### config.mk
export PLATFORM = sky130hd
export DESIGN_NAME = mpi_lane_engine
export DESIGN_NICKNAME = d
export VERILOG_FILES = /design/src/rtl/mpi_lane_engine.sv
export SDC_FILE = /design/constraint.sdc
export NUM_CORES = 2
export LEC_CHECK = 0
export ABC_CLOCK_PERIOD_IN_PS = 10300
export CORE_MARGIN = 4
export CORE_UTILIZATION = 40
export CTS_BUF_LIST = sky130_fd_sc_hd__clkbuf_4 sky130_fd_sc_hd__clkbuf_8
export DETAILED_ROUTE_END_ITERATION = 10
export PLACE_DENSITY = 0.56
export SLEW_MARGIN = 10
export SYNTH_ARGS = -nofsm -noshare
export SYNTH_HDL_FRONTEND = slang
export SYNTH_SLANG_ARGS = --single-unit
### constraint.sdc
create_clock -name clock -period 10.3 [get_ports clock]
set_clock_uncertainty 0.1 [all_clocks]
set_input_delay 2.06 -clock clock [delete_from_list [all_inputs] [get_ports clock]]
set_output_delay 2.06 -clock clock [all_outputs]
set_load 0.005 [all_outputs]
### src/rtl/mpi_lane_engine.sv
// mpi_lane_engine: per-lane command engine behind the MPI controller.
// Takes an opcode word followed by a byte-length word, then either fills the
// local buffer from the rx stream (RECV) or streams the buffer out on tx (SEND).
module mpi_lane_engine #(
    parameter int unsigned W = 128,
    parameter int unsigned X = 3,
    parameter int unsigned D = 5
) (
    input  logic         clock,
    input  logic         reset,
    input  logic [W-1:0] cmd_data,
    input  logic         cmd_valid,
    output logic         status_valid,
    input  logic [W-1:0] rx_data,
    input  logic         rx_valid,
    output logic         rx_ready,
    output logic [W-1:0] tx_data,
    output logic         tx_valid,
    input  logic         tx_ready,
    output logic         err
);

    localparam int unsigned BPB       = (W * X) / 8;
    localparam int unsigned CAP       = 1 << D;
    localparam int unsigned MAX_BYTES = CAP * BPB;

    typedef enum logic [1:0] {
        S_IDLE     = 2'd0,
        S_OPC_SEEN = 2'd1,
        S_RECV     = 2'd2,
        S_SEND     = 2'd3
    } state_t;

    state_t         state_q, state_d;
    logic           op_send_q, op_send_d;
    logic           op_bad_q, op_bad_d;
    logic [W-1:0]   rem_q, rem_d;
    logic [D-1:0]   beat_cnt_q, beat_cnt_d;
    logic           status_valid_q, status_valid_d;
    logic           rx_ready_q, rx_ready_d;
    logic           tx_valid_q, tx_valid_d;
    logic [W-1:0]   tx_data_q, tx_data_d;
    logic           err_q, err_d;

    logic [W-1:0]   mem_q [CAP];

    logic           rx_fire_c;
    logic           tx_fire_c;
    logic           last_beat_c;
    logic           buf_we_c;
    logic [W-1:0]   rem_step_c;
    logic [D-1:0]   beat_nxt_c;

    // Handshake qualifiers and byte accounting shared by both stream states
    always_comb begin
        rx_fire_c   = (state_q == S_RECV) && rx_valid && rx_ready_q;
        tx_fire_c   = (state_q == S_SEND) && tx_valid_q && tx_ready;
        // Final beat: remaining bytes fit in one beat, or buffer capacity reached
        last_beat_c = (rem_q <= W'(BPB)) || (beat_cnt_q == {D{1'b1}});
        rem_step_c  = (rem_q > W'(BPB)) ? (rem_q - W'(BPB)) : '0;
        beat_nxt_c  = beat_cnt_q + D'(1);
        buf_we_c    = rx_fire_c && reset;
    end

    // Next-state and registered-output logic
    always_comb begin
        state_d        = state_q;
        op_send_d      = op_send_q;
        op_bad_d       = op_bad_q;
        rem_d          = rem_q;
        beat_cnt_d     = beat_cnt_q;
        status_valid_d = status_valid_q;
        rx_ready_d     = rx_ready_q;
        tx_valid_d     = tx_valid_q;
        tx_data_d      = tx_data_q;
        err_d          = err_q;

        case (state_q)
            S_IDLE: begin
                if (cmd_valid) begin
                    state_d        = S_OPC_SEEN;
                    op_send_d      = (cmd_data == W'(1));
                    op_bad_d       = (cmd_data > W'(1));
                    status_valid_d = 1'b0;
                end
            end
            S_OPC_SEEN: begin
                if (cmd_valid) begin
                    rem_d      = cmd_data;
                    beat_cnt_d = '0;
                    if (op_bad_q) begin
                        // Length word consumed and dropped
                        err_d          = 1'b1;
                        state_d        = S_IDLE;
                        status_valid_d = 1'b1;
                    end else if (cmd_data == '0) begin
                        state_d        = S_IDLE;
                        status_valid_d = 1'b1;
                    end else begin
                        // Oversized message is flagged and clamped to CAP beats
                        if (cmd_data > W'(MAX_BYTES)) begin
                            err_d = 1'b1;
                        end
                        if (op_send_q) begin
                            state_d    = S_SEND;
                            tx_valid_d = 1'b1;
                            tx_data_d  = mem_q[0];
                        end else begin
                            state_d    = S_RECV;
                            rx_ready_d = 1'b1;
                        end
                    end
                end
            end
            S_RECV: begin
                if (rx_fire_c) begin
                    rem_d      = rem_step_c;
                    beat_cnt_d = beat_nxt_c;
                    if (last_beat_c) begin
                        state_d        = S_IDLE;
                        rx_ready_d     = 1'b0;
                        status_valid_d = 1'b1;
                    end
                end
            end
            S_SEND: begin
                if (tx_fire_c) begin
                    rem_d      = rem_step_c;
                    beat_cnt_d = beat_nxt_c;
                    if (last_beat_c) begin
                        state_d        = S_IDLE;
                        tx_valid_d     = 1'b0;
                        status_valid_d = 1'b1;
                    end else begin
                        tx_data_d = mem_q[beat_nxt_c];
                    end
                end
            end
            default: begin
                state_d = S_IDLE;
            end
        endcase
    end

    // Control and output registers with synchronous active-low reset
    always_ff @(posedge clock) begin
        if (!reset) begin
            state_q        <= S_IDLE;
            op_send_q      <= 1'b0;
            op_bad_q       <= 1'b0;
            rem_q          <= '0;
            beat_cnt_q     <= '0;
            status_valid_q <= 1'b1;
            rx_ready_q     <= 1'b0;
            tx_valid_q     <= 1'b0;
            tx_data_q      <= '0;
            err_q          <= 1'b0;
        end else begin
            state_q        <= state_d;
            op_send_q      <= op_send_d;
            op_bad_q       <= op_bad_d;
            rem_q          <= rem_d;
            beat_cnt_q     <= beat_cnt_d;
            status_valid_q <= status_valid_d;
            rx_ready_q     <= rx_ready_d;
            tx_valid_q     <= tx_valid_d;
            tx_data_q      <= tx_data_d;
            err_q          <= err_d;
        end
    end

    // Message buffer; contents intentionally survive reset
    always_ff @(posedge clock) begin
        if (buf_we_c) begin
            mem_q[beat_cnt_q] <= rx_data;
        end
    end

    assign status_valid = status_valid_q;
    assign rx_ready     = rx_ready_q;
    assign tx_valid     = tx_valid_q;
    assign tx_data      = tx_data_q;
    assign err          = err_q;

endmodule

Word-level counts from Yosys, hierarchy flattened
Memories as Yosys holds them, arrays and structs flattened.
Cells that the tools add are included.
{"block": "classes", "mux": 51, "order_cmp": 4, "n_eq_ne": 18, "reduce_logical": 20, "add_sub_neg": 2}
{"operator": "2-to-1 mux 128 bit", "n": 10}
{"operator": "one-hot mux 128 bit (3 select lines)", "n": 1}
{"operator": "one-hot mux 128 bit (2 select lines)", "n": 1}
{"operator": "== test 128 x 1 -> 1 bit (second input constant)", "n": 1}
{"operator": "greater-than comparator 128 x 1 -> 1 bit (second input constant)", "n": 1}
{"operator": "greater-than comparator 128 x 11 -> 1 bit (second input constant)", "n": 1}
{"operator": "greater-than comparator 128 x 6 -> 1 bit (second input constant)", "n": 1}
{"operator": "less-or-equal comparator 128 x 6 -> 1 bit (second input constant)", "n": 1}
{"operator": "zero test 128 bit", "n": 1}
{"operator": "subtractor 128 x 6 -> 128 bit (second input constant)", "n": 1}
{"operator": "2-to-1 mux 1 bit", "n": 24}
{"operator": "!= test 2 bit (second input constant)", "n": 12}
{"operator": "AND reduction 7 bit", "n": 3}
{"operator": "2-to-1 mux 5 bit", "n": 3}
{"operator": "one-hot mux 5 bit (3 select lines)", "n": 1}
{"operator": "2-to-1 mux 2 bit", "n": 7}
{"operator": "AND reduction 4 bit", "n": 3}
{"operator": "one-hot mux 2 bit (4 select lines)", "n": 1}
{"operator": "nonzero test 2 bit", "n": 3}
{"operator": "adder 5 x 1 -> 5 bit (second input constant)", "n": 1}
{"operator": "== test 5 bit (second input constant)", "n": 1}
{"operator": "logical AND 1 bit", "n": 5}
{"operator": "AND reduction 5 bit", "n": 1}
{"operator": "== test 2 bit (second input constant)", "n": 2}
{"operator": "8 further kinds", "n": 9}
{"block": "word_totals", "memories": 1, "register_bits": 269, "in_bits": 261, "elab_cells": 106, "ram_bits": 4096}
{"name": "mem_q", "words": 32, "width": 128, "read_ports": 2, "rd_clocked_by_memory_dff": 0, "write_ports": 1, "line": "45", "rtl": "logic [W-1:0] mem_q [CAP];"}

Longest topological paths before layout
{"block": "logic_depth", "depth_word": 6, "mapped_depth": 15, "depth_no_buf": 9}

Worst setup path before layout
Ideal clock, no wire load.
{"block": "synth_path", "kind": "input to register", "startpoint": "input rx_valid", "endpoint": "memory mem_q[20][0] (enable)", "path_stages": 5, "setup_time_ps": 617, "path_slack_ps": 1431, "t_arrival_ps": 8151, "cell_sequence": "nand2_1 > or3_1 > nor2_1 > nand2_1 > nor2_1"}
{"block": "synth_via", "elab_chain_cells": 5}
{"element": "start, declared", "line": "15", "rtl": "input logic rx_valid,"}
{"element": "logical AND 1 bit (2 in a row)", "line": "56", "rtl": "rx_fire_c = (state_q == S_RECV) && rx_valid && rx_ready_q;"}
{"element": "logical AND 1 bit", "line": "62", "rtl": "buf_we_c = rx_fire_c && reset;"}
{"element": "2-to-1 mux 1 bit", "line": "174", "rtl": "if (buf_we_c) begin"}
{"element": "2-to-1 mux 1 bit (not written as such)", "line": "175", "rtl": "mem_q[beat_cnt_q] <= rx_data;"}
{"element": "end, declared", "line": "45"}
No other way between the ends.

Worst setup path after layout
{"block": "layout_path", "startpoint": "input rx_valid", "endpoint": "memory mem_q[10][69] (enable)"}
The elaborated chain is that of the path after synthesis.

==> results.sh <==
export IMPL_gp_congestion=0.887
export IMPL_ys_ff_latch=4365
export IMPL_wirelength_mm=461
export IMPL_fmax_mhz=178
export IMPL_dpl_hpwl_mm=246
export IMPL_dieArea_um2=432000
export IMPL_h_tree_depth=6
export IMPL_grt_pass1_vias=86900
export IMPL_firstDrtPassIters=8
export IMPL_cts_resized=0
export IMPL_grt_ovfl_total=0
export IMPL_syn_area_um2=169000
export IMPL_drc=0
export IMPL_relSlewSlack_pct=13.2
export IMPL_p_int_mw=27.7
export IMPL_cts_root_buf="clkbuf_8"
export IMPL_setup_violations_final=0
export IMPL_critPathTopFamily="buffers and inverters"
export IMPL_critPathBufInv=3
export IMPL_nFillCells=34900
export IMPL_place_ws_ps=3540
export IMPL_vias=85100
export IMPL_start_kind="input port"
export IMPL_layout_common_cells="edfxtp_1 (4,096), mux4_2 (1,280), clkbuf_8 (759)"
export IMPL_grt_pass1_wl_mm=660
export IMPL_period_share_pct=54.5
export IMPL_die_h_um=657
export IMPL_cts_buffers=715
export IMPL_worstPathRequired_ps=10990
export IMPL_start_util_pct=40.1
export IMPL_finalWorstSetupSlack_ps=4680
export IMPL_synth_top_cells_by_area="edfxtp_1 (73%), mux4_2 (17%), dfxtp_1 (3.2%), mux2i_1 (0.77%), o2bb2ai_1 (0.68%)"
export IMPL_drive_gt1_share_pct=29.6
export IMPL_swShare_pct=21.6
export IMPL_antenna_found_initial=48
export IMPL_worstMarginPinSlew_ps=1300
export IMPL_cts_sinks=4365
export IMPL_final_net_count=8763
export IMPL_grt_max_degree=140
export IMPL_clock_latency_ps=1220
export IMPL_final_common_cell="edfxtp_1"
export IMPL_p_leak_nw=58.1
export IMPL_cts_setup_buffers=0
export IMPL_rsz0062_at_grt="no"
export IMPL_async_reset_ff_share_pct=0
export IMPL_viasPerCell=5.83
export IMPL_synth_area_leader_cell="edfxtp_1"
export IMPL_io_buffers=392
export IMPL_p_sw_mw=7.62
export IMPL_yosysUniqueCellTypes=76
export IMPL_p_clk_share_pct=42.2
export IMPL_layout_min_cycle_time_ps=5620
export IMPL_status="completed"
export IMPL_cpPeakStageDelay_ps=880
export IMPL_min_delay_path_class="reg2reg"
export IMPL_drv_slew=0
export IMPL_synth_fp_nets=7920
export IMPL_tns_ps=0
export IMPL_power_density_nw_per_um2=182
export IMPL_cts_buffer_depth=4
export IMPL_dpl_cell_count=13300
export IMPL_synth_edf_count=4096
export IMPL_track_usage_pct=21.0
export IMPL_synth_top_cell_area_share_pct=73.0
export IMPL_crit_slowest_cell="buf_4"
export IMPL_peakVddDrop_uv=127
export IMPL_crit_fanout=45
export IMPL_drv_cap=0
export IMPL_coreArea_um2=420000
export IMPL_synth_area_per_cell_um2=22.0
export IMPL_final_cells=14600
export IMPL_crit_arrival_ps=6300
export IMPL_crit_type="in2reg"
export IMPL_area_growth_pct=15.0
export IMPL_hold_viol=0
export IMPL_pin_count=393
export IMPL_power_frac_seq_pct=55.1
export IMPL_cts_tree="built"
export IMPL_ys_warn_count=0
export IMPL_path_clk_slew_ps=50
export IMPL_path_cells="clkdlybuf4s50_1 -> nand2_1 -> or3_1 -> nor2_1 -> nand2_1 -> nor2_4 -> buf_4 -> buf_4"
export IMPL_die_w_um=657
export IMPL_syn_inst=7653
export IMPL_critPathCaptureType="flip-flop"
export IMPL_drtIter0Drc=8943
export IMPL_wire_per_inst_um=31.5
export IMPL_hold_buffers=0
export IMPL_synth_ff_type="edfxtp_1"
export IMPL_ant_nets=0
export IMPL_pwr_share_comb_pct=2.7
export IMPL_rows=238
export IMPL_ys_seq_area_share_pct=76.2
==> power by group through the flow <==
stage	logic, mW	clock network (mW)	registers, mW
after floorplan	0.383	0	19.8
after global placement	0.937	0	19.8
after detailed placement	0.953	0	19.8
after CTS	0.956	15.3	19.5
after global routing	1.03	16.2	19.5
final	0.963	14.9	19.5
==> synth_stat cells (27+ instances only) <==
master,instances
edfxtp_1,4096
mux4_2,1280
dfxtp_1,269
clkbuf_1,268
nand2_1,227
o21ai_0,211
nor2_1,165
buf_1,138
o2bb2ai_1,131
mux2i_1,130
a21oi_1,100
nor4_1,83
nor3_1,64
nand3_1,50
or3_1,40
a22oi_1,37
a31oi_1,29
or4_1,27
==> metal layers <==
metal  track usage [%]  vias up  wire, um
met5                 0        -       161
met4              4.91       24     10300
met3              3.87      740     32300
met2              33.7     3372    222000
met1              30.1    46400    196000
li1                  -    34600         -
==> state kept, by name, summed over array words and instances (netlist names) <==
register and count:
beat_cnt_q 5, err 1, mem_q 4096, op_bad_q 1, op_send_q 1, rem_q 128, rx_ready 1, state_q 2
status_valid 1, tx_data 128, tx_valid 1
==> worst register-to-register path, stage by stage (launching register included) <==
cell,delay (ps)
dfxtp_4,840
inv_1,250
ha_4,880
buf_4,850
buf_12,550
mux4_2,1010
mux4_2,550
mux2i_1,170
nand2_1,70
o21ai_0,150
o2bb2ai_1,110
==> layout make-up <==
| class | count | area [um^2] | area share, % |
|---|---|---|---|
| Inverter | 16 | 60.1 | 0.0310 |
| Timing Repair Buffer | 573 | 5630 | 2.90 |
| Tap cell | 5520 | 6910 | 3.56 |
| Multi-Input combinational cell | 2825 | 38700 | 19.9 |
| Sequential cell | 4365 | 128000 | 66.2 |
| Clock inverter | 255 | 1630 | 0.842 |
| Clock buffer | 1037 | 12500 | 6.47 |
| Antenna cell | 13 | 32.5 | 0.0168 |
==> through the flow <==
step	power [mW]	util, %	hold WS (ps)	instance area [um^2]
finish	35.3	46.2	359	194000
CTS	35.7	46.2	364	194000
floorplan	20.2	-	335	169000
detailed placement	20.8	42.8	347	180000
global placement	20.8	42.8	341	180000
global route	36.6	46.2	374	194000
==> worst paths after layout <==
path	from	endpoint	slack, ps	cells after the start
max reg2reg	beat_cnt_q[0]	tx_data[116]	4720	10
min reg2reg	tx_data[72]	tx_data[72]	360	1
min	tx_data[72]	tx_data[72]	360	1
max	rx_valid	mem_q[10][69]	4680	8
==> cells by family after synthesis <==
family          Yosys count  synth area share, %
flops                  4365                 76.2
mux                    1411                 17.9
simple gates            761                 2.23
compound gates          644                 2.55
buf+inv                 463                 1.12
fa+ha+maj                 6               0.0445
xor+xnor                  3               0.0156
No activity file was read; power rests on OpenSTA's default activity.
